<file path="config.mk">
export PLATFORM = sky130hd
export DESIGN_NAME = fb_pattern_writer
export DESIGN_NICKNAME = d
export VERILOG_FILES = /design/src/rtl/fb_pkg.sv /design/src/rtl/fb_byte_fifo.sv /design/src/rtl/fb_pattern_writer.sv
export SDC_FILE = /design/constraint.sdc
export NUM_CORES = 1
export LEC_CHECK = 0
export CAP_MARGIN = 40
export CORE_ASPECT_RATIO = 1.1
export CORE_UTILIZATION = 50
export CTS_CLUSTER_DIAMETER = 40
export CTS_CLUSTER_SIZE = 8
export DETAILED_ROUTE_END_ITERATION = 12
export PLACE_DENSITY = 0.71
export SYNTH_ARGS = -nofsm -noshare
export SYNTH_HDL_FRONTEND = slang
export SYNTH_SLANG_ARGS = --single-unit
</file>
<file path="constraint.sdc">
create_clock -name clock -period 6.4 [get_ports clock]
set_input_delay 0.64 -clock clock [delete_from_list [all_inputs] [get_ports clock]]
set_output_delay 0.64 -clock clock [all_outputs]
set_load 0.005 [all_outputs]
</file>
<file path="src/rtl/fb_pkg.sv">
// Shared types and frame geometry for the frame-buffer pattern writer.
//   H_TOTAL / V_TOTAL : cells per line / lines per frame
//   CW                : coordinate width
//   FIFO_DEPTH        : download byte FIFO entries
package fb_pkg;

  localparam int unsigned H_TOTAL    = 2198;
  localparam int unsigned V_TOTAL    = 1125;
  localparam int unsigned CW         = 12;
  localparam int unsigned FIFO_DEPTH = 16;

  typedef logic [CW-1:0] coord_t;
  // One extra bit so origin + size never wraps.
  typedef logic [CW:0]   wcoord_t;

  typedef enum logic [2:0] {
    IDLE,
    ARMED,
    WRITE,
    CLR_ARMED,
    CLEARING,
    DONE
  } state_t;

  // Pattern window captured on start.
  typedef struct packed {
    coord_t ox;
    coord_t oy;
    coord_t w;
    coord_t h;
  } window_t;

endpackage

</file>
<file path="src/rtl/fb_byte_fifo.sv">
// Synchronous byte FIFO for pattern downloads.
//   push/wdata : write a byte (ignored when full unless popping the same cycle)
//   pop        : consume the head byte; rdata_c shows the head combinationally
//   flush      : discard all contents (wins over push)
//   full/empty : registered status flags
module fb_byte_fifo
  import fb_pkg::*;
#(
  parameter int unsigned DEPTH = FIFO_DEPTH,
  parameter int unsigned DW    = 8
) (
  input  logic          clock,
  input  logic          reset_n,
  input  logic          push,
  input  logic          pop,
  input  logic          flush,
  input  logic [DW-1:0] wdata,
  output logic [DW-1:0] rdata_c,
  output logic          full,
  output logic          empty
);

  localparam int unsigned AW   = $clog2(DEPTH);
  localparam int unsigned CNTW = AW + 1;

  logic [DW-1:0]   mem [DEPTH];
  logic [AW-1:0]   wr_ptr;
  logic [AW-1:0]   rd_ptr;
  logic [CNTW-1:0] cnt;
  logic [CNTW-1:0] cnt_d;
  logic            do_push;
  logic            do_pop;

  assign do_pop  = pop && !empty && !flush;
  assign do_push = push && !flush && (!full || do_pop);
  assign rdata_c = mem[rd_ptr];

  // Occupancy after this cycle's push/pop/flush.
  always_comb begin
    cnt_d = cnt;
    if (flush) begin
      cnt_d = '0;
    end else begin
      cnt_d = cnt + CNTW'(do_push) - CNTW'(do_pop);
    end
  end

  // Pointers and status flags.
  always_ff @(posedge clock or negedge reset_n) begin
    if (!reset_n) begin
      wr_ptr <= '0;
      rd_ptr <= '0;
      cnt    <= '0;
      full   <= 1'b0;
      empty  <= 1'b1;
    end else begin
      if (flush) begin
        wr_ptr <= '0;
        rd_ptr <= '0;
      end else begin
        if (do_push) wr_ptr <= wr_ptr + AW'(1);
        if (do_pop)  rd_ptr <= rd_ptr + AW'(1);
      end
      cnt   <= cnt_d;
      full  <= (cnt_d == CNTW'(DEPTH));
      empty <= (cnt_d == '0);
    end
  end

  // Storage array, no reset needed.
  always_ff @(posedge clock) begin
    if (do_push) mem[wr_ptr] <= wdata;
  end

endmodule

</file>
<file path="src/rtl/fb_pattern_writer.sv">
// Serial writer on the frame-buffer recirculation loop: passes cells through
// with one clock of latency, substitutes a downloaded rectangular pattern at a
// programmable origin, or clears a whole frame.
//   clock, reset_n       : clock, async active-low reset
//   frame_start, cell_in : frame sync pulse and incoming cell bit
//   cell_out             : outgoing cell bit (cell_in delayed by one clock)
//   origin_x/y, pat_w/h  : pattern window, sampled on start
//   start, clear         : arm a pattern write / whole-frame clear
//   dl_valid/ready/data  : pattern byte download, LSB = leftmost cell
//   busy, done, underrun : status (underrun is sticky until the next start)
module fb_pattern_writer
  import fb_pkg::*;
#(
  parameter int unsigned H_CELLS = H_TOTAL,
  parameter int unsigned V_LINES = V_TOTAL
) (
  input  logic          clock,
  input  logic          reset_n,
  input  logic          frame_start,
  input  logic          cell_in,
  output logic          cell_out,
  input  logic [CW-1:0] origin_x,
  input  logic [CW-1:0] origin_y,
  input  logic [CW-1:0] pat_w,
  input  logic [CW-1:0] pat_h,
  input  logic          start,
  input  logic          clear,
  input  logic          dl_valid,
  input  logic [7:0]    dl_data,
  output logic          dl_ready,
  output logic          busy,
  output logic          done,
  output logic          underrun
);

  state_t  state, state_d;
  coord_t  x_q, y_q, cx, cy, x_d, y_d;
  window_t win_q;
  coord_t  skip_q, skip_d;
  logic    line_end, frame_end;

  wcoord_t wx, wy, x_lo, x_hi, y_lo, y_hi, x_last, h_full;
  logic    in_win, last_cell, row_clip_end;

  logic [7:0] sh_byte;
  logic [2:0] sh_idx;
  logic       sh_valid;

  logic       fifo_push, fifo_pop, fifo_flush, fifo_full, fifo_empty;
  logic [7:0] fifo_rdata;
  logic       ready_en;

  logic act_write, act_clear, need_bit, avail, take, starve, bit_val;
  logic latch, out_d, underrun_d;

  fb_byte_fifo #(
    .DEPTH (FIFO_DEPTH),
    .DW    (8)
  ) u_fifo (
    .clock   (clock),
    .reset_n (reset_n),
    .push    (fifo_push),
    .pop     (fifo_pop),
    .flush   (fifo_flush),
    .wdata   (dl_data),
    .rdata_c (fifo_rdata),
    .full    (fifo_full),
    .empty   (fifo_empty)
  );

  // ready_en holds dl_ready low until the first clock after reset.
  assign dl_ready  = ready_en && !fifo_full;
  assign fifo_push = dl_valid && dl_ready;

  // Current cell position; frame_start forces (0,0).
  always_comb begin
    cx        = frame_start ? '0 : x_q;
    cy        = frame_start ? '0 : y_q;
    line_end  = (cx == CW'(H_CELLS - 1));
    frame_end = line_end && (cy == CW'(V_LINES - 1));
    x_d       = line_end ? '0 : cx + CW'(1);
    y_d       = cy;
    if (line_end) y_d = (cy == CW'(V_LINES - 1)) ? '0 : cy + CW'(1);
  end

  // Window test in CW+1 bits; the last column is clipped to the line end.
  always_comb begin
    wx     = {1'b0, cx};
    wy     = {1'b0, cy};
    x_lo   = {1'b0, win_q.ox};
    y_lo   = {1'b0, win_q.oy};
    x_hi   = x_lo + {1'b0, win_q.w};
    y_hi   = y_lo + {1'b0, win_q.h};
    h_full = (CW+1)'(H_CELLS);
    x_last = (x_hi > h_full) ? h_full - (CW+1)'(1) : x_hi - (CW+1)'(1);
    in_win = (wx >= x_lo) && (wx < x_hi) && (wy >= y_lo) && (wy < y_hi);
    last_cell    = in_win && (wx == x_last) && (wy == y_hi - (CW+1)'(1));
    row_clip_end = in_win && line_end && (x_hi > h_full);
  end

  // Pattern bit supply: shifter first, else the FIFO head byte.
  always_comb begin
    act_write = (state == WRITE) || ((state == ARMED) && frame_start);
    act_clear = (state == CLEARING) || ((state == CLR_ARMED) && frame_start);
    need_bit  = act_write && (in_win || (skip_q != '0));
    avail     = sh_valid || !fifo_empty;
    bit_val   = sh_valid ? sh_byte[sh_idx] : fifo_rdata[0];
    take      = need_bit && avail;
    starve    = need_bit && !avail;
    fifo_pop  = take && !sh_valid;
  end

  // Bits of clipped columns are skipped on the following out-of-window cells.
  always_comb begin
    skip_d = skip_q;
    if (latch || fifo_flush) begin
      skip_d = '0;
    end else if (take && !in_win) begin
      skip_d = skip_q - CW'(1);
    end else if (take && row_clip_end && !last_cell) begin
      skip_d = CW'(x_hi - h_full);
    end
  end

  // Next state and cell output.
  always_comb begin
    state_d    = state;
    latch      = 1'b0;
    out_d      = cell_in;
    underrun_d = underrun;
    fifo_flush = 1'b0;
    case (state)
      IDLE: begin
        if (clear) begin
          state_d = CLR_ARMED;
        end else if (start) begin
          state_d    = ARMED;
          latch      = 1'b1;
          underrun_d = 1'b0;
        end
      end
      ARMED, WRITE: begin
        if (act_write) begin
          if (starve) begin
            underrun_d = 1'b1;
            state_d    = DONE;
          end else begin
            if (in_win) out_d = bit_val;
            state_d = (last_cell || frame_end) ? DONE : WRITE;
          end
        end
      end
      CLR_ARMED, CLEARING: begin
        if (act_clear) begin
          out_d   = 1'b0;
          state_d = frame_end ? DONE : CLEARING;
        end
      end
      DONE: begin
        fifo_flush = 1'b1;
        state_d    = IDLE;
      end
      default: state_d = IDLE;
    endcase
  end

  // State, counters and registered outputs.
  always_ff @(posedge clock or negedge reset_n) begin
    if (!reset_n) begin
      state    <= IDLE;
      x_q      <= '0;
      y_q      <= '0;
      win_q    <= '0;
      skip_q   <= '0;
      cell_out <= 1'b0;
      busy     <= 1'b0;
      done     <= 1'b0;
      underrun <= 1'b0;
      ready_en <= 1'b0;
    end else begin
      state    <= state_d;
      x_q      <= x_d;
      y_q      <= y_d;
      skip_q   <= skip_d;
      cell_out <= out_d;
      busy     <= (state_d != IDLE);
      done     <= (state_d == DONE);
      underrun <= underrun_d;
      ready_en <= 1'b1;
      if (latch) begin
        win_q <= '{ox: origin_x, oy: origin_y, w: pat_w, h: pat_h};
      end
    end
  end

  // Bit shifter: a byte is loaded as its first bit is used.
  always_ff @(posedge clock or negedge reset_n) begin
    if (!reset_n) begin
      sh_byte  <= '0;
      sh_idx   <= '0;
      sh_valid <= 1'b0;
    end else if (fifo_flush) begin
      sh_valid <= 1'b0;
      sh_idx   <= '0;
    end else if (take) begin
      if (sh_valid) begin
        sh_idx <= sh_idx + 3'd1;
        if (sh_idx == 3'd7) sh_valid <= 1'b0;
      end else begin
        sh_byte  <= fifo_rdata;
        sh_idx   <= 3'd1;
        sh_valid <= 1'b1;
      end
    end
  end

endmodule

</file>
==> results of run 1 <==
==> report_power, final <==
group	internal [mW]	switching, mW	total [mW]
Combinational	1.98	2.93	4.90
Clock	1.36	0.808	2.17
Sequential	1.93	0.197	2.13
Total	5.27	3.93	9.20
==> worst paths after layout <==
kind                            from          endpoint  slack, ns  depth (start not counted)
max in group asynchronous    reset_n  u_fifo.rd_ptr[0]       5.05                          3
min reg2reg                 underrun          underrun       0.51                          1
min in group clock          underrun          underrun       0.51                          1
min                          reset_n            y_q[0]       0.04                          1
max                        win_q[24]      u_fifo.empty       0.52                         27
max reg2reg                win_q[24]      u_fifo.empty       0.52                         27
==> metal layers <==
layer | up-vias | routed length, um
li1 | 4958 | -
met1 | 5076 | 14600
met2 | 272 | 17600
met3 | 96 | 1530
met4 | 0 | 1620
met5 | - | 0
==> metrics by stage <==
step	cell area, sq um	util
6_report	17000	0.606
5_1_grt	17000	0.606
4_1_cts	17000	0.605
3_5_place_dp	15600	0.556
3_3_place_gp	15600	0.555
2_1_floorplan	14500	-
==> cell usage after synthesis (31+ instances only) <==
cell type  number  area (sq um)
nand2_1        70           263
mux4_2         31           698
nor2b_1        32           200
inv_1          72           270
nand3_1        32           160
o21ai_0        48           240
ha_1           91          1140
mux2_2         53           597
nor2_1         92           345
edfxtp_1      128          3840
nor3_1         35           175
a21oi_1        55           275
xnor2_1        52           455
dfrtp_1       118          2950
clkbuf_1       36           135
==> repair_timing <==
| action | in CTS | in global routing |
|---|---|---|
| setup buffers | 0 | 2 |
| gates resized for setup | 0 | 7 |
| setup endpoints to repair | 0 | 3 |
==> layout make-up <==
class | instances | area (sq um) | share of cell area
multi-input cells | 907 | 7160 | 0.421
flip-flops and latches | 247 | 6820 | 0.401
clock buffers | 64 | 1170 | 0.0690
repair buffers | 99 | 921 | 0.0541
well taps | 363 | 454 | 0.0267
inverters | 77 | 289 | 0.0170
clock inverters | 15 | 205 | 0.0120
==> worst max-delay path: stages, from the launching register on <==
cell       delay (ns)
dfrtp_1          0.37
ha_1             0.22
inv_1            0.07
fa_1             0.42
nand2b_1         0.25
a211oi_4         0.33
buf_4            0.17
nor3_1           0.05
or2_2            0.29
ha_1             0.30
a21o_1           0.18
a21oi_1          0.14
nor2b_1          0.05
o21ai_0          0.13
o311ai_0         0.22
o2bb2ai_1        0.20
nor4_2           0.32
o21ai_2          0.14
nor2_1           0.19
ha_1             0.22
inv_1            0.05
ha_1             0.26
a21o_1           0.17
a21oi_1          0.17
xor2_1           0.17
nor2_1           0.07
or4_1            0.55
nor2_1           0.12
==> state kept, by name (all words and copies together), names as in the netlist, 3 cells and up <==
register / count
u_fifo.mem: 128
win_q: 48
skip_q: 12
x_q: 12
y_q: 12
sh_byte: 8
u_fifo.cnt: 5
u_fifo.rd_ptr: 4
u_fifo.wr_ptr: 4
sh_idx: 3
state: 3
==> cells by family (layout without fill, tap and decap cells) <==
family	Yosys count	after routing	synth area share
and+or+nand+nor	369	369	0.130
AOI/OAI and AO/OA	272	272	0.135
DFF	247	247	0.472
buffers and inverters	128	255	0.0341
muxes	97	97	0.0986
adders and majority gates	94	94	0.0829
xor gates and xnor gates	74	74	0.0474
other	1	1	0.000259
==> run metrics, run 1 <==
status complete, no violations; WL/cell 19.9 um; final setup skew 0.0198 ns; Slew @ Worst Pin between 0.8 and 0.9 ns; layout cells sized above 1 0.154; dpl ws about 0.24 ns; post-synthesis cell type count 92; Layout Area Growth over Synthesis 17.8%; pin count of the biggest net entering global routing 53; Non-Filler Instances 1772; Fin. Hold Viols 0; relative slew slack 0.414; # placed instances about 1700; final worst slack 0.516 ns; Worst EP arrival ~6.4 ns; commonest non-fill, non-tap cells in the layout 128 x edfxtp_1, 117 x dfrtp_1, 91 x nor2_1, 91 x ha_1, 72 x inv_1; Synth async-reset ratio 0.482; CTS hold repair buffers 0; Syn Inst Count about 1300; Die Ht ~180 um; Core Area 0.0281 sq mm; min cycle time layout slightly below 6 ns; Syn Std Cell Area about 0.014 sq mm; antenna violations before repair 0; CP max FO 4; most common flop cell mapped by yosys edfxtp_1; commonest non-fill, non-tap cell in the layout edfxtp_1; Max Cap Viol 0; worst path required time 6.88 ns; post-synthesis sequential area ratio 0.472; Via Count ~10000; final setup TNS 0 ns; number of synthesized register bits approximately 250; clock latency on the worst-skew pair 0.55 ns; number of global-route vias before repair ~11000; Final Max Tran Viols 0; unrepaired setup endpoints after global routing false; post-route ant nets 0; Pwr Total around 9.2 mW; clock root buffer clkbuf_16; met3 GRT Util 0.0394; fill cell count around 2300; DRC viols 0; Die ar. 0.0296 sq mm; fin crit share 0.919; most crowded layer after global routing met2; drt total wl about 35 mm; WS Path Type reg -> reg; Yosys Warn Count 0; CTS tree built; Hold WC Path Type in -> async; vias per inst between 5 and 6; Initial Utilization 0.514; H-tree level count 2; first-pass GRT wire length between 50 and 60 mm; Worst-path clk slew ~0.050 ns; M2 GR Usage 0.413; # setup viols final 0; gr ovfl total 0; port buffer count 67; GRT Util Overall 0.243; total CTS buffers between 40 and 50; DP HPWL approximately 26 mm; crit start category flop; leakage power approximately 6.9 nW; hold slack roughly 0.037 ns; Die W around 160 um; CP Capture Type flop; DR pass1 iterations 5; P per Cell Area between 500 and 600 mW/mm^2; clk buf depth 3; # rows between 60 and 70; syn_area_per_cell 11.3 sq um; routability cong. between 0.9 and 1; I/O pin count 68; initial DRC count a little under 800; antenna cells 0; Post-Syn Nets roughly 1400; met1 GRT Util 0.297; CTS Sinks 247; # nets final roughly 1500; highest clock rate 170 MHz; peak supply drop 0.386 mV; Post-synth EDFFs between 100 and 150
(Power assumes the default switching activity.)
==> inputs of run 2 (changes only) <==
Settings changed: SKIP_LAST_GASP from default to 1.
==> results of run 2 <==
Same layout as run 1: the final DEF is identical, and so are final timing and power.
==> inputs of run 3 (changes only) <==
Settings changed: SKIP_CTS_REPAIR_TIMING from default to 1, SYNTH_HIERARCHICAL from default to 1.
==> run 3 against run 2 <==
Against the previous run: fmax down 4.2%; synthesized cell count down 0.31%; register-to-register slack worse by 0.26 ns; non-clock buffer count up 12; largest cell class unchanged; highest routed layer unchanged.
==> run metrics, run 3 <==
antenna violations before repair 0; most common flop cell mapped by yosys edfxtp_1; worst path required time a little under 7 ns; vias per inst 5.88; biggest area consumer among synthesized cells edfxtp_1; antenna cells 0; # rows 64; WL/cell between 15 and 20 um; highest clock rate around 160 MHz; Initial Utilization 0.513; Pwr Total 9.15 mW; dpl ws -0.0274 ns; Largest Register u_fifo/mem; top post-synthesis cells by area edfxtp_1 27%, dfrtp_1 20%, ha_1 7.8%; pin count of the biggest net entering global routing 51; Non-Filler Instances 1770; CTS Sinks 247; DRC viols 0; final setup TNS 0 ns; status complete, no violations; Layout Area Growth over Synthesis 18.7%; final worst slack 0.256 ns; number of global-route vias before repair around 10000; post-synthesis mux area share 0.0996; Die ar. between 0.02 and 0.03 sq mm; Fin. Hold Viols 0; Syn Inst Count 1278; leakage power ~7.0 nW; Slew @ Worst Pin approximately 0.92 ns; registers with the most flip-flops u_fifo/mem (128), win_q (48); # nets final 1534; post-synthesis sequential area ratio 0.473; Final Max Tran Viols 0; simple-gate share of the synthesized area 0.117; Post-Synth XOR/XNOR Area 0.0480; Max Cap Viol 0; CTS tree built; commonest non-fill, non-tap cells in the layout 128 x edfxtp_1, 117 x dfrtp_1, 88 x inv_1, 87 x ha_1, 75 x nand2_1; Synth Area in Compound Gates 0.136; top-area cell type share of the netlist area 0.267; relative slew slack 0.385; routability cong. 1.02; number of synthesized register bits between 200 and 250; Synth async-reset ratio 0.482; H-tree level count 2; post-synthesis cell type count just over 90; Post-Syn Nets roughly 1400; clock latency on the worst-skew pair around 0.53 ns; # setup viols final 0; Core Area 0.0281 sq mm; drt total wl around 34 mm; final setup skew 0.0158 ns; Syn Std Cell Area 0.0144 sq mm; Worst-path clk slew 0.05 ns; WS Path Type reg -> reg; fill cell count 2222; gr ovfl total 0; count leader, synth edfxtp_1; first-pass GRT wire length approximately 54 mm; P per Cell Area 535 mW/mm^2; clk buf depth 3; clock root buffer clkbuf_16; Post-synth EDFFs between 100 and 150; crit start category flop; Die Ht about 180 um; synth cell count leaders 128 x edfxtp_1, 118 x dfrtp_1, 90 x ha_1, 88 x inv_1, 77 x nand2_1; Yosys Warn Count 6; DR pass1 iterations 6; DP HPWL between 20 and 25 mm; min cycle time layout 6.14 ns; CP Capture Type flop; post-route ant nets 0; peak supply drop roughly 0.27 mV; port buffer count 67; fin crit share 0.960; Hold WC Path Type in -> async; number of flip-flops in the largest register about 130; CP max FO 6; commonest non-fill, non-tap cell in the layout edfxtp_1; Via Count about 10000; initial DRC count a little over 700; Worst EP arrival around 6.6 ns; syn_area_per_cell 11.3 sq um; layout cells sized above 1 0.162; post-synthesis adder-cell area fraction 0.0823; Die W about 160 um; GRT Util Overall 0.235; # placed instances between 1500 and 2000; I/O pin count between 60 and 70; total CTS buffers 41; largest family of logic cells by synthesized area compound AO/OA/AOI/OAI gates
-- run 3: cell types whose count changed after synthesis, sizes merged, moves of 8 or more --
cell	change
a221oi	+13
buf	+11
clkbuf	-8
inv	+16
mux2i	+27
mux4	-13
nand2b	-9
nor2	-21
nor2b	-13
-- run 3: area by class of cell --
| type | instances | area [sq um] | share of cell area |
|---|---|---|---|
| Timing Repair Buffer | 111 | 1040 | 0.0610 |
| Clock inverter | 10 | 185 | 0.0108 |
| Tap cell | 363 | 454 | 0.0265 |
| Inverter | 92 | 345 | 0.0202 |
| Sequential cell | 247 | 6820 | 0.399 |
| Multi-Input combinational cell | 885 | 7110 | 0.415 |
| Clock buffer | 62 | 1150 | 0.0675 |
-- run 3: power by group --
group          internal (mW)  switching (mW)
Clock                   1.37           0.744
Sequential              1.94           0.212
Combinational           2.05            2.84
-- run 3: path summary, 6_finish.rpt --
check,depth (start not counted),slack (ns),from,end
max reg2reg,27,0.26,win_q[13],u_fifo/full
max,27,0.26,win_q[13],u_fifo/full
min,1,0.04,reset_n,win_q[25]
min in group clock,2,0.50,underrun,underrun
min reg2reg,2,0.50,underrun,underrun
max in group asynchronous,3,5.04,reset_n,u_fifo/rd_ptr[0]
-- run 3: per-stage QoR --
stage / util / cell area, sq um / hold WS [ns]
floorplan: - / 14400 / 0.344
global placement: 0.552 / 15500 / 0.486
detailed placement: 0.555 / 15600 / 0.495
CTS: 0.602 / 16900 / 0.0350
global route: 0.609 / 17100 / 0.0501
finish: 0.609 / 17100 / 0.0360
-- run 3: kinds of logic after synthesis --
group / after synthesis
flops: 247
compound gates: 275
simple gates: 333
mux: 114
buf+inv: 146
fa+ha+maj: 93
other cells: 1
xor+xnor: 69
-- run 3: critical path, cell delays in order, from the launching register on --
cell       delay (ns)
dfrtp_1          0.39
ha_1             0.30
a211o_1          0.31
a41o_4           0.31
o21ai_2          0.18
xnor2_2          0.17
inv_2            0.11
ha_1             0.22
or4_1            0.57
a221oi_2         0.19
o21ai_0          0.11
o21ai_1          0.12
o21ai_0          0.10
nand4_1          0.13
nand2_2          0.10
a21boi_2         0.18
and2_4           0.19
nand2b_4         0.09
a211oi_4         0.22
inv_1            0.07
ha_1             0.27
inv_1            0.05
ha_1             0.16
inv_1            0.06
fa_1             0.39
xnor2_1          0.18
or3b_2           0.47
a2111oi_2        0.37
-- run 3: metal layers --
| metal | vias up | GRT usage | share of wire |
|---|---|---|---|
| met1 | 5050 | 0.302 | 0.41 |
| li1 | 4959 | - | - |
| met4 | 0 | 0.0870 | 0.030 |
| met3 | 76 | 0.0377 | 0.056 |
| met5 | - | 0 | 0 |
| met2 | 329 | 0.395 | 0.50 |
